$ cat src/rtl/fdiv_result_pack.sv
// fdiv_result_pack
// Output stage of the single-precision divider. Captures the divider's
// split result fields, packs them into an IEEE-754 single, and buffers them
// in a two-entry valid/ready queue. Also keeps sticky exception flags and a
// count of results handed to the consumer.
//
// Ports:
//   clk, rst_n                 clock, asynchronous active-low reset
//   in_valid / in_ready        divider-side handshake
//   in_sign, in_exp, in_frac   raw result fields (in_frac[23] is ignored)
//   in_error, in_overflow,
//   in_dbz                     exception qualifiers
//   out_valid / out_ready      consumer-side handshake
//   out_result, out_flags      packed word and its {invalid, dbz, ovf}
//   sticky_flags, flag_clr     accumulated flags and their clear
//   ops_done                   output handshake counter (wraps)
module fdiv_result_pack #(
  parameter int          DEPTH = 2,
  parameter int          CNT_W = 16,
  parameter logic [31:0] QNAN  = 32'h7FC00000
) (
  input  logic             clk,
  input  logic             rst_n,
  input  logic             in_valid,
  output logic             in_ready,
  input  logic             in_sign,
  input  logic [7:0]       in_exp,
  input  logic [23:0]      in_frac,
  input  logic             in_error,
  input  logic             in_overflow,
  input  logic             in_dbz,
  output logic             out_valid,
  input  logic             out_ready,
  output logic [31:0]      out_result,
  output logic [2:0]       out_flags,
  output logic [2:0]       sticky_flags,
  input  logic             flag_clr,
  output logic [CNT_W-1:0] ops_done
);

  localparam logic [1:0] FULL = 2'(DEPTH);

  // Queue entry layout: {result[31:0], flags[2:0]}
  logic [34:0]      head_q, head_d;
  logic [34:0]      tail_q, tail_d;
  logic [1:0]       count_q, count_d;
  logic [2:0]       sticky_q, sticky_d;
  logic [CNT_W-1:0] ops_q, ops_d;

  logic [31:0] pk_res;
  logic [2:0]  pk_flg;
  logic        push;
  logic        pop;

  // Bit 23 of the divider fraction is the hidden bit; it never reaches the word.
  logic unused_frac_msb;
  assign unused_frac_msb = in_frac[23];

  // in_ready depends only on registered occupancy, never on out_ready.
  assign in_ready  = (count_q != FULL);
  assign out_valid = (count_q != 2'd0);
  assign push      = in_valid & in_ready;
  assign pop       = out_valid & out_ready;

  // Exception priority: invalid > overflow > divide-by-zero > normal.
  always_comb begin
    pk_res = {in_sign, in_exp, in_frac[22:0]};
    pk_flg = 3'b000;
    if (in_error) begin
      pk_res = QNAN;
      pk_flg = 3'b100;
    end else if (in_overflow) begin
      pk_res = {in_sign, 8'hFF, 23'h0};
      pk_flg = 3'b001;
    end else if (in_dbz) begin
      pk_res = {in_sign, 8'hFF, 23'h0};
      pk_flg = 3'b010;
    end
  end

  // The head register doubles as the output register, so after the last pop
  // it simply keeps showing the most recent result.
  always_comb begin
    count_d = count_q;
    head_d  = head_q;
    tail_d  = tail_q;
    unique case ({push, pop})
      2'b10: begin
        count_d = count_q + 2'd1;
        if (count_q == 2'd0) head_d = {pk_res, pk_flg};
        else                 tail_d = {pk_res, pk_flg};
      end
      2'b01: begin
        count_d = count_q - 2'd1;
        if (count_q == FULL) head_d = tail_q;
      end
      // Push and pop together can only happen with one entry queued.
      2'b11:   head_d = {pk_res, pk_flg};
      default: ;
    endcase
  end

  // A flagged accept in the same cycle as flag_clr leaves only its own flags.
  always_comb begin
    sticky_d = flag_clr ? 3'b000 : sticky_q;
    if (push) sticky_d = sticky_d | pk_flg;
    ops_d = ops_q + {{(CNT_W-1){1'b0}}, pop};
  end

  always_ff @(posedge clk or negedge rst_n) begin
    if (!rst_n) begin
      count_q  <= 2'd0;
      head_q   <= '0;
      tail_q   <= '0;
      sticky_q <= 3'b000;
      ops_q    <= '0;
    end else begin
      count_q  <= count_d;
      head_q   <= head_d;
      tail_q   <= tail_d;
      sticky_q <= sticky_d;
      ops_q    <= ops_d;
    end
  end

  assign out_result   = head_q[34:3];
  assign out_flags    = head_q[2:0];
  assign sticky_flags = sticky_q;
  assign ops_done     = ops_q;

endmodule

$ cat config.mk
export PLATFORM = sky130hd
export DESIGN_NAME = fdiv_result_pack
export DESIGN_NICKNAME = d
export VERILOG_FILES = /design/src/rtl/fdiv_result_pack.sv
export SDC_FILE = /design/constraint.sdc
export NUM_CORES = 1
export LEC_CHECK = 0
export BUFFER_PORTS_ARGS = -buffer_cell sky130_fd_sc_hd__buf_2
export CELL_PAD_IN_SITES_DETAIL_PLACEMENT = 0
export CELL_PAD_IN_SITES_GLOBAL_PLACEMENT = 1
export CORE_ASPECT_RATIO = 0.6
export CORE_UTILIZATION = 26
export CTS_BUF_LIST = sky130_fd_sc_hd__clkbuf_8
export CTS_CLUSTER_DIAMETER = 100
export DETAILED_ROUTE_END_ITERATION = 7
export PLACE_DENSITY_LB_ADDON = 0.1
export SETUP_SLACK_MARGIN = 0.2
export SLEW_MARGIN = 0
export SYNTH_ARGS = -nofsm -noshare
export SYNTH_HDL_FRONTEND = slang
export SYNTH_SLANG_ARGS = --single-unit
$ cat constraint.sdc
create_clock -name clk -period 2 [get_ports clk]
set_input_delay 0.2 -clock clk [delete_from_list [all_inputs] [get_ports clk]]
set_output_delay 0.2 -clock clk [all_outputs]
set_load 0.02 [all_outputs]
# Word level (Yosys, flattened, before mapping)
# Cells that the tools add are included.
# classes
n_addsub	3
eq_ne	7
n_mux	12
bitwise_logic	4
n_reduce_logical	6
# ops
cell	n
$pmux 35 s3	1
$mux 35	2
$mux 31	2
$mux 32	1
$add 16x1->16	1
$mux 3	3
$eq 2x2->1 const B	3
$ne 2x2->1 const B	3
$mux 2	2
$pmux 2 s2	1
$reduce_bool 2->1	2
$or 3x3->3	1
$reduce_and 3->1	1
$reduce_bool 3->1	1
$add 2x1->2 const B	1
$and 1x1->1	2
$eq 2x1->1 const B	1
$logic_not 2->1	1
$reduce_and 2->1	1
$sub 2x1->2 const B	1
$not 1->1	1
# word_totals
reg_bits	91
input_bits	41
output_inout_bits	56

# Logic depth before layout (Yosys ltp)
# Gate-level depths: netlist (run 1).
# depth
word_depth	5
mapped_depth	6

# Worst setup path after synthesis (run 1)
# OpenSTA, ideal clock, no wires.
# synth_path
path_kind	reg-to-reg
start	reg ops_q[0] (netlist: ops_done[0])
end	reg ops_q[8] (netlist: ops_done[8])
setup_ns	0.129
arrival_time_ns	1.376
required_time_ns	1.871
setup_slack_ns	0.495
stages_incl_launch_ff	7
n_path_buf	0
period_less_slack_ns	1.505
path_cell_list	dfrtp_1 -> o211ai_1 -> inv_1 -> ha_1 -> and4_1 -> nand4_1 -> xnor2_1
# synth_via
elab_chain_cells	1
# synth_rtl
element	line_no	text
start, declared	48	logic [CNT_W-1:0] ops_q, ops_d;
start signal, assigned	122	ops_q <= ops_d;
$add 16x1->16	107	ops_d = ops_q + {{(CNT_W-1){1'b0}}, pop};
named net ops_d[8]	48	
# The timed path passes the listed nets, and every way through them passes these cells.
# A chain may end at the register's enable or synchronous reset.

# Worst setup path after layout (run 1)
# layout_path
start	reg count_q[1]
end	reg head_q[20]
# layout_via
elab_chain_cells	5
elab_cells_between_ends	14
cone_classes	eq/ne (7); mux (1); bitwise (2); reduce/logical (4)
# layout_rtl
element	line_no	text
start, declared	46	logic [1:0] count_q, count_d;
start signal, assigned	118	count_q <= count_d;
$ne 2x2->1 or $reduce_bool 2->1 (tied branches)	60, 61	
$and 1x1->1, on equally long branches	62, 63	
$eq 2x1->1 or $eq 2x2->1 (tied branches)	87	unique case ({push, pop})
$ne 2x2->1 (no source line) or $reduce_bool 3->1 (tied branches)	-	
$reduce_and 3->1 (no source line)	-	
end signal, assigned	113	head_q <= '0;
end signal, assigned	119	head_q <= head_d;
end, declared	44	logic [34:0] head_q, head_d;
# Several ways; a longest one is shown, not always the timed one.

==> metrics.txt, run 1 <==
Top FF cell, synth=dfrtp_1; Post-Synth XOR/XNOR Area=2.97%; antenna violations before repair=0; die width=165 µm; die height=99.5 µm; final instance area=5060 µm²; Adder-Cell Fraction of Synth Area=0.607%; hold_ws=0.0702 ns; fin nets=524; cell count after synthesis=379; core area=15400 µm²; Tmin final=1.70 ns; sequential power share=49.5%; warnings from Yosys=0; number of vias per cell=4.18; Data arrival, critical path=2.00 ns; drc violations=0; Psw=1.60 mW; P_leak=2.58 nW; largest family of logic cells by synthesized area=multiplexers; first-pass iteration count of the detailed router=4; Post-Synth Simple-Gate Area=10.7%; CTS clock-pin slew for the worst setup and hold paths=0.09 ns; CTS tree=done; placed cell area=4860 µm²; Final period util=85.0%; Crit Path Class=register to register; dpl hpwl=6910 µm; commonest non-fill, non-tap cell in the layout=buf_2; RR Endpoint=head_q[20]; PD cells=937 nW/µm²; largest net degree at the start of global routing=42; setup TNS=0 ns; Seq/Total Area, Yosys=55.2%; # diodes=0; reg2reg setup slack=0.30 ns; flops & latches, synth=91; H-tree depth=3; Netlist cell types=35; reg2reg path depth=5; drt wl/cell=14.2 µm; post-synthesis net count=422; first-pass GRT wire length=15800 µm; min-delay worst type=input pin to register; syn avg cell area=10.9 µm²; Post-Layout Cell Count=688; r2r startpoint=count_q[1]; worst hold endpoint=sticky_flags[1]; WL final=9740 µm; most frequent cells in the layout=buf_2, dfrtp_1, nand2_1, inv_1, mux2i_1; GP Congestion=0.702; actual slew at the worst max-slew pin=0.574 ns; outcome=complete, no violations; final hold vios=0; # rows=35; Max Slew Vio Count=0; GR Util All Layers=12.7%; Post-Syn Area=4120 µm²; number of global-route vias before repair=2893; Setup violations, final=0; combinational fraction of design power=26.8%; Setup WS post-layout=0.300 ns; Post-Place Cells=670; PortBufs=95; Worst EP required=2.30 ns; WHS Path Cells=2; critical path peak fanout=17; vias=2873; Peak Freq=588 MHz; Net Sw Frac=33.8%; Place WS=0.237 ns; CTS buffer count=9; share of layout cells above drive strength 1=32.4%; Max Cap Viol=0; RSZ-0062 raised after global routing=true; # IOs=97; Clock Skews=0.0135 ns; Clk Latency, worst-skew pair=0.36 ns; Crit. End Element=register; Max Buffers Root-to-Sink=2; clk sinks=91; Clock power frac=23.8%; total grt overflow=0; Slew HR=61.7%; total die area=16400 µm²; fraction of registers with async set/reset=100%; compound-cell area share of the yosys netlist=6.19%; Peak VDD IR=0.000398 V; area delta synth->final=22.8%; mux contribution to synthesized area=18.0%; EDFF count, synth=0; Power Internal=3.14 mW; antenna-violating nets left=0; Root Buffer=clkbuf_8; Initial Util=26.7%; min-delay src=flag_clr; crit path launch type=register; drt initial violations=97
[flip-flops by register name, indices dropped and copies added, names as in the netlist]
register / flops
count_q: 2
head_q: 35
ops_done: 16
sticky_flags: 3
tail_q: 35
[stage by stage]
step,util (%),total power [mW]
2_1_floorplan,-,3.19
3_3_place_gp,31.5,3.64
3_5_place_dp,31.5,3.67
4_1_cts,32.7,4.84
5_1_grt,32.8,5.07
6_report,32.8,4.74
[cell type report]
class | count | area [µm²]
tap | 203 | 254
inverter | 38 | 143
timing repair buffer | 108 | 616
multi-input combinational | 233 | 1600
clock buffer | 10 | 138
sequential | 91 | 2280
fill | 1608 | 10400
clock inverter | 5 | 31.3
[worst max-delay path by stage]
stage | from | to | cells after the start
after floorplan | ops_done[0] | ops_done[8] | 6
after global placement | count_q[0] | tail_q[10] | 5
after detailed placement | count_q[0] | tail_q[10] | 5
after CTS | count_q[0] | tail_q[17] | 5
after global routing | count_q[1] | ops_done[8] | 6
final | count_q[1] | head_q[20] | 5
[logic make-up after synthesis]
family                     after synthesis
adders and majority gates                2
xor gates and xnor gates                14
AOI/OAI and AO/OA                       47
muxes                                   70
and+or+nand+nor                        100
DFF                                     91
buffers and inverters                   55
[critical path: stages (launching register included)]
cell and delay (ns):
dfrtp_1 0.47, o21a_1 0.26, nand2_4 0.21, buf_12 0.22
mux2i_1 0.28, mux2_2 0.19
[cell usage after synthesis, types with 2 or more instances]
| cell | number | area [µm²] |
|---|---|---|
| a21oi_1 | 5 | 25.0 |
| and2_1 | 3 | 18.8 |
| and4_1 | 3 | 26.3 |
| buf_2 | 7 | 35.0 |
| buf_8 | 3 | 45.0 |
| clkbuf_1 | 5 | 18.8 |
| dfrtp_1 | 91 | 2280 |
| ha_1 | 2 | 25.0 |
| inv_1 | 38 | 143 |
| mux2_1 | 6 | 67.6 |
| mux2_2 | 28 | 315 |
| mux2i_1 | 36 | 360 |
| nand2_1 | 59 | 221 |
| nand3_1 | 6 | 30.0 |
| nand4_1 | 4 | 25.0 |
| nor2_1 | 17 | 63.8 |
| o211ai_1 | 2 | 15.0 |
| o21a_1 | 2 | 15.0 |
| o21ai_0 | 3 | 15.0 |
| o21ai_1 | 30 | 150 |
| o22ai_1 | 3 | 18.8 |
| xnor2_1 | 12 | 105 |
| xor2_1 | 2 | 17.5 |
[power groups by stage]
stage / registers, mW / logic [mW] / clock network, mW
2_1_floorplan: 2.58 / 0.610 / 0
3_3_place_gp: 2.37 / 1.27 / 0
3_5_place_dp: 2.39 / 1.29 / 0
4_1_cts: 2.35 / 1.29 / 1.20
5_1_grt: 2.39 / 1.41 / 1.27
6_report: 2.34 / 1.27 / 1.13
[what timing repair did]
action | 4_1_cts | 5_1_grt
hold endpoints to repair | 39 | 0
gates resized for setup | 0 | 3
setup endpoints to repair | 0 | 28
hold buffers | 1 | 0
setup buffers | 0 | 2
[per-layer routing]
metal | part of all wire (%) | GRT usage (%)
met4 | 0.87 | 2.96
met3 | 5.2 | 3.88
met5 | 0 | 0
met1 | 54 | 18.7
met2 | 40 | 18.0
No activity file was read; power rests on OpenSTA's default activity.
==> run 2: changes to the inputs <==
--- a/config.mk
+++ b/config.mk
@@ -6,14 +6,11 @@
 export NUM_CORES = 1
 export LEC_CHECK = 0
 export BUFFER_PORTS_ARGS = -buffer_cell sky130_fd_sc_hd__buf_2
-export CELL_PAD_IN_SITES_DETAIL_PLACEMENT = 0
-export CELL_PAD_IN_SITES_GLOBAL_PLACEMENT = 1
 export CORE_ASPECT_RATIO = 0.6
 export CORE_UTILIZATION = 26
 export CTS_BUF_LIST = sky130_fd_sc_hd__clkbuf_8
 export CTS_CLUSTER_DIAMETER = 100
 export DETAILED_ROUTE_END_ITERATION = 7
-export PLACE_DENSITY_LB_ADDON = 0.1
 export SETUP_SLACK_MARGIN = 0.2
 export SLEW_MARGIN = 0
 export SYNTH_ARGS = -nofsm -noshare
==> run 2 against run 1 <==
Against the previous run:
- critical path depth is the same
- critical path type unchanged
- count of clock-buffer cells in the layout fell by 1
- design area grew 0.54%
- highest routed layer unchanged
- critical endpoint is now head_q[32]
- routed wire length fell by 6.3%
- largest cell class unchanged
- total power grew 7.8%
- die area unchanged
- global-route usage decreased by 0.75 points
==> metrics.txt, run 2 (synthesized netlist as in run 1, its figures left out) <==
most frequent cells in the layout=buf_2, dfrtp_1, nand2_1, inv_1, mux2i_1; H-tree depth=3; Crit. End Element=register; commonest non-fill, non-tap cell in the layout=buf_2; Post-Place Cells=669; drt initial violations=146; Initial Util=26.7%; Peak VDD IR=0.000689 V; r2r startpoint=count_q[1]; hold_ws=0.0571 ns; die width=165 µm; number of global-route vias before repair=2976; antenna violations before repair=1; GP Congestion=0.752; GR Util All Layers=12.0%; first-pass iteration count of the detailed router=4; total power=5.11 mW; Max Cap Viol=0; Crit Path Class=register to register; Max Buffers Root-to-Sink=2; Max Slew Vio Count=0; Tmin final=1.66 ns; PD cells=1000 nW/µm²; Setup violations, final=0; CTS clock-pin slew for the worst setup and hold paths=0.10 ns; placed cell area=4830 µm²; critical path peak fanout=18; P_leak=2.60 nW; Root Buffer=clkbuf_8; # IOs=97; first-pass GRT wire length=15200 µm; final hold vios=0; setup TNS=0 ns; area delta synth->final=23.4%; number of vias per cell=4.23; drt wl/cell=13.3 µm; final instance area=5090 µm²; actual slew at the worst max-slew pin=0.488 ns; # rows=35; Slew HR=67.5%; fin nets=521; Peak Freq=601 MHz; CP Capture Point=head_q[32]; PortBufs=95; RSZ-0062 raised after global routing=false; antenna-violating nets left=0; Post-Layout Cell Count=686; CP Launch Point=count_q[1]; drc violations=0; reg2reg setup slack=0.34 ns; CTS buffer count=9; reg2reg path depth=5; Final period util=83.2%; vias=2902; largest net degree at the start of global routing=46; core area=15400 µm²; min-delay worst type=input pin to register; Data arrival, critical path=1.90 ns; share of layout cells above drive strength 1=32.3%; Worst EP required=2.24 ns; crit path launch type=register; dpl hpwl=6660 µm; total die area=16400 µm²; total grt overflow=0; WL final=9140 µm; clk sinks=91; RR Endpoint=head_q[32]; # fillers=1606; Clk Latency, worst-skew pair=0.35 ns; Clock Skews=0.00964 ns; outcome=complete, no violations; CTS tree=done; die height=99.5 µm; # diodes=0
run 2: cell types whose count changed in the layout (fill, tap and decap cells not counted), sizes merged:
cell	delta
buf	-3
inv	+2
clkinvlp	-3
clkbuf	-1
bufinv	+3
run 2: worst min-delay path by stage:
| stage | start | to | cells after the start | slack, ns |
|---|---|---|---|---|
| 5_1_grt | flag_clr | sticky_flags[1] | 2 | 0.03 |
| 3_5_place_dp | rst_n | tail_q[21] | 1 | 0.20 |
| 6_report | flag_clr | sticky_flags[1] | 2 | 0.06 |
| 3_3_place_gp | rst_n | head_q[23] | 1 | 0.19 |
| 2_1_floorplan | rst_n | count_q[0] | 0 | -0.1 |
| 4_1_cts | flag_clr | sticky_flags[1] | 2 | 0.02 |
run 2: area by class of cell:
cell class              count  area (µm²)  area share [%]
multi-input cells         233        1600            31.4
clock inverters             7         121            2.39
inverters                  38         143            2.80
repair buffers            105         568            11.2
flip-flops and latches     91        2280            44.8
clock buffers               9         124            2.43
well taps                 203         254            4.99
run 2: what timing repair did:
action | 4_1_cts | 5_1_grt
setup buffers | 0 | 0
setup endpoints to repair | 0 | 6
endpoints found under the hold margin | 34 | 0
gates resized for setup | 0 | 3
hold buffers | 1 | 0
run 2: power by group:
group          switching (mW)  internal, mW  total, mW
combinational           0.730         0.498       1.23
sequential              0.211          2.14       2.35
clock                   0.685         0.842       1.53
total                    1.63          3.48       5.11
run 2: worst max-delay path, stage by stage, from the launching register on:
cell     delay [ns]
dfrtp_1        0.46
o21a_1         0.27
nand2_4        0.07
buf_4          0.31
mux2i_1        0.13
mux2_2         0.28
run 2: through the flow:
| stage | setup slack [ns] | util (%) |
|---|---|---|
| floorplan | 0.495 | - |
| global placement | 0.352 | 31.3 |
| detailed placement | 0.265 | 31.3 |
| CTS | 0.236 | 33.0 |
| global route | 0.224 | 33.0 |
| finish | 0.337 | 33.0 |
run 2: metal layers:
metal	up-vias	track usage, %	wire length, µm
met5	-	0	0
met4	0	2.54	65
met3	7	4.13	522
met2	64	19.2	4140
met1	1381	15.5	4410
li1	1450	-	-
==> run 3: changes to the inputs <==
==> constraint.sdc (replaced) <==
create_clock -name clk -period 1.5 [get_ports clk]
set_input_delay 0.15 -clock clk [delete_from_list [all_inputs] [get_ports clk]]
set_output_delay 0.15 -clock clk [all_outputs]
set_load 0.02 [all_outputs]
==> run 3 against run 2 <==
Against the previous run:
- the run now ends with setup timing left
- worst hold slack worse by 0.016 ns
- die area stayed put
- highest routed layer unchanged
- sequential cell count stayed put
- largest power group unchanged
- critical path type unchanged
==> metrics.txt, run 3 (synthesized netlist as in run 1, its figures left out) <==
outcome=complete, but fails checks; failing checks=setup timing; reg2reg path depth=8; drt initial violations=116; Max Cap Viol=0; Setup violations, final=34; PortBufs=95; drt wl/cell=15.0 µm; most frequent cells in the layout=buf_2, dfrtp_1, inv_1, nand2_1, mux2i_1; # rows=35; total die area=16400 µm²; PD cells=1240 nW/µm²; P_leak=2.91 nW; most frequent CP cell=buf_4; CTS buffer count=9; first-pass iteration count of the detailed router=4; min-delay src=in_frac[10]; Final Util=37.7%; WL final=10800 µm; Crit Path Class=register to register; crit-path cells=o211ai_1, inv_1, buf_4, buf_6, buf_4, buf_4, nand3_2, xnor2_1; CTS tree=done; Max Buffers Root-to-Sink=2; RSZ-0062 raised after global routing=true; Crit. End Element=register; share of layout cells above drive strength 1=48.5%; antenna-violating nets left=0; core area=15400 µm²; die width=165 µm; min-delay worst type=input pin to register; RR Endpoint=ops_done[3]; Place WS=-0.0220 ns; Data arrival, critical path=1.86 ns; # fillers=1556; Initial Util=26.7%; CTS clock-pin slew for the worst setup and hold paths=0.09 ns; Register Area=2290 µm²; multi-input logic area=1850 µm²; WHS Path Cells=3; first-pass GRT wire length=16000 µm; Root Buffer=clkbuf_8; Setup WS post-layout=-0.0798 ns; area delta synth->final=41.1%; final hold vios=0; crit path launch type=register; GP Congestion=0.736; r2r startpoint=count_q[1]; slowest CP cell=dfrtp_2; antenna violations before repair=0; actual slew at the worst max-slew pin=0.322 ns; reg2reg setup slack=-0.08 ns; worst hold endpoint=tail_q[13]; Tmin final=1.58 ns; Clock Skews=0.0119 ns; WP buf/inv=5; Max Slew Vio Count=0; largest net degree at the start of global routing=41; # diodes=0; vias=3132; GR Util All Layers=12.6%; Slew HR=78.5%; H-tree depth=3; # IOs=97; total grt overflow=0; number of vias per cell=4.35; critical path peak fanout=4; die height=99.5 µm; CP max stage delay=0.45 ns; fin nets=555; Peak Freq=633 MHz; dpl hpwl=6960 µm; CP top delay family=buffers and inverters; commonest non-fill, non-tap cell in the layout=buf_2; Final period util=105%; clk sinks=91; Peak VDD IR=0.000507 V; drc violations=0; Clk Latency, worst-skew pair=0.36 ns; number of global-route vias before repair=3167; Worst EP required=1.78 ns
## run 3: cell types whose count changed in the layout (fill, tap and decap cells not counted), moves of 5 or more
cell | before | now
mux2_4 | 0 | 7
mux2_1 | 6 | 1
buf_6 | 0 | 11
buf_12 | 1 | 7
nand2_2 | 1 | 22
dfrtp_1 | 90 | 83
nand3_1 | 6 | 1
dfrtp_2 | 1 | 8
nand2_1 | 59 | 33
buf_4 | 9 | 20
o21ai_2 | 0 | 6
nand3_2 | 0 | 5
## run 3: where the power goes
part / leakage, nW / internal [mW] / total, mW / switching, mW
combinational: 1.64 / 1.09 / 2.28 / 1.19
clock: 0.108 / 0.835 / 1.75 / 0.920
sequential: 1.16 / 2.86 / 3.18 / 0.319
## run 3: tightest hold or removal path, cell delays in order
cell and delay, ns:
buf_2 0.09, nand2_1 0.07, o21ai_1 0.06
## run 3: how the worst max path moves through the flow
stage | startpoint | end | slack (ns) | cells after the start
floorplan | ops_done[0] | ops_done[8] | 0.1 | 6
global placement | count_q[0] | ops_done[8] | 0.02 | 6
detailed placement | count_q[1] | head_q[22] | -0.02 | 4
CTS | count_q[1] | head_q[22] | -0.05 | 4
global route | count_q[1] | ops_done[8] | -0.16 | 6
finish | count_q[1] | ops_done[3] | -0.08 | 8
## run 3: final cells by class
| cell class | instances | area share, % |
|---|---|---|
| clock inverters | 6 | 1.20 |
| inverters | 38 | 2.45 |
| well taps | 203 | 4.37 |
| clock buffers | 10 | 2.37 |
| repair buffers | 139 | 18.5 |
| flip-flops and latches | 91 | 39.3 |
| multi-input cells | 233 | 31.8 |
## run 3: metrics by stage
stage          instance area, µm²  power, mW  setup TNS [ns]  std cells  hold slack (ns)
6_report                     5820       7.22           -1.37        720           0.0416
5_1_grt                      5820       7.63           -3.22        720           0.0244
4_1_cts                      5590       7.08          -0.769        709           0.0107
3_5_place_dp                 5000       5.00          -0.167        680           0.0702
3_3_place_gp                 5000       4.93               0        680           0.0662
2_1_floorplan                4140       4.27               0        379           -0.146
## run 3: layer usage
| metal | wire [µm] | vias up | track usage (%) |
|---|---|---|---|
| li1 | - | 1518 | - |
| met1 | 5330 | 1529 | 16.9 |
| met2 | 4790 | 79 | 19.7 |
| met3 | 616 | 6 | 4.30 |
| met4 | 58 | 0 | 2.61 |
| met5 | 0 | - | 0 |
## run 3: what timing repair did
action	CTS	global route
setup buffers	9	6
resized for setup	70	20
hold endpoints to repair	48	0
hold buffers	2	0
gates cloned	2	5
pin swaps	33	6
setup endpoints to repair	77	88
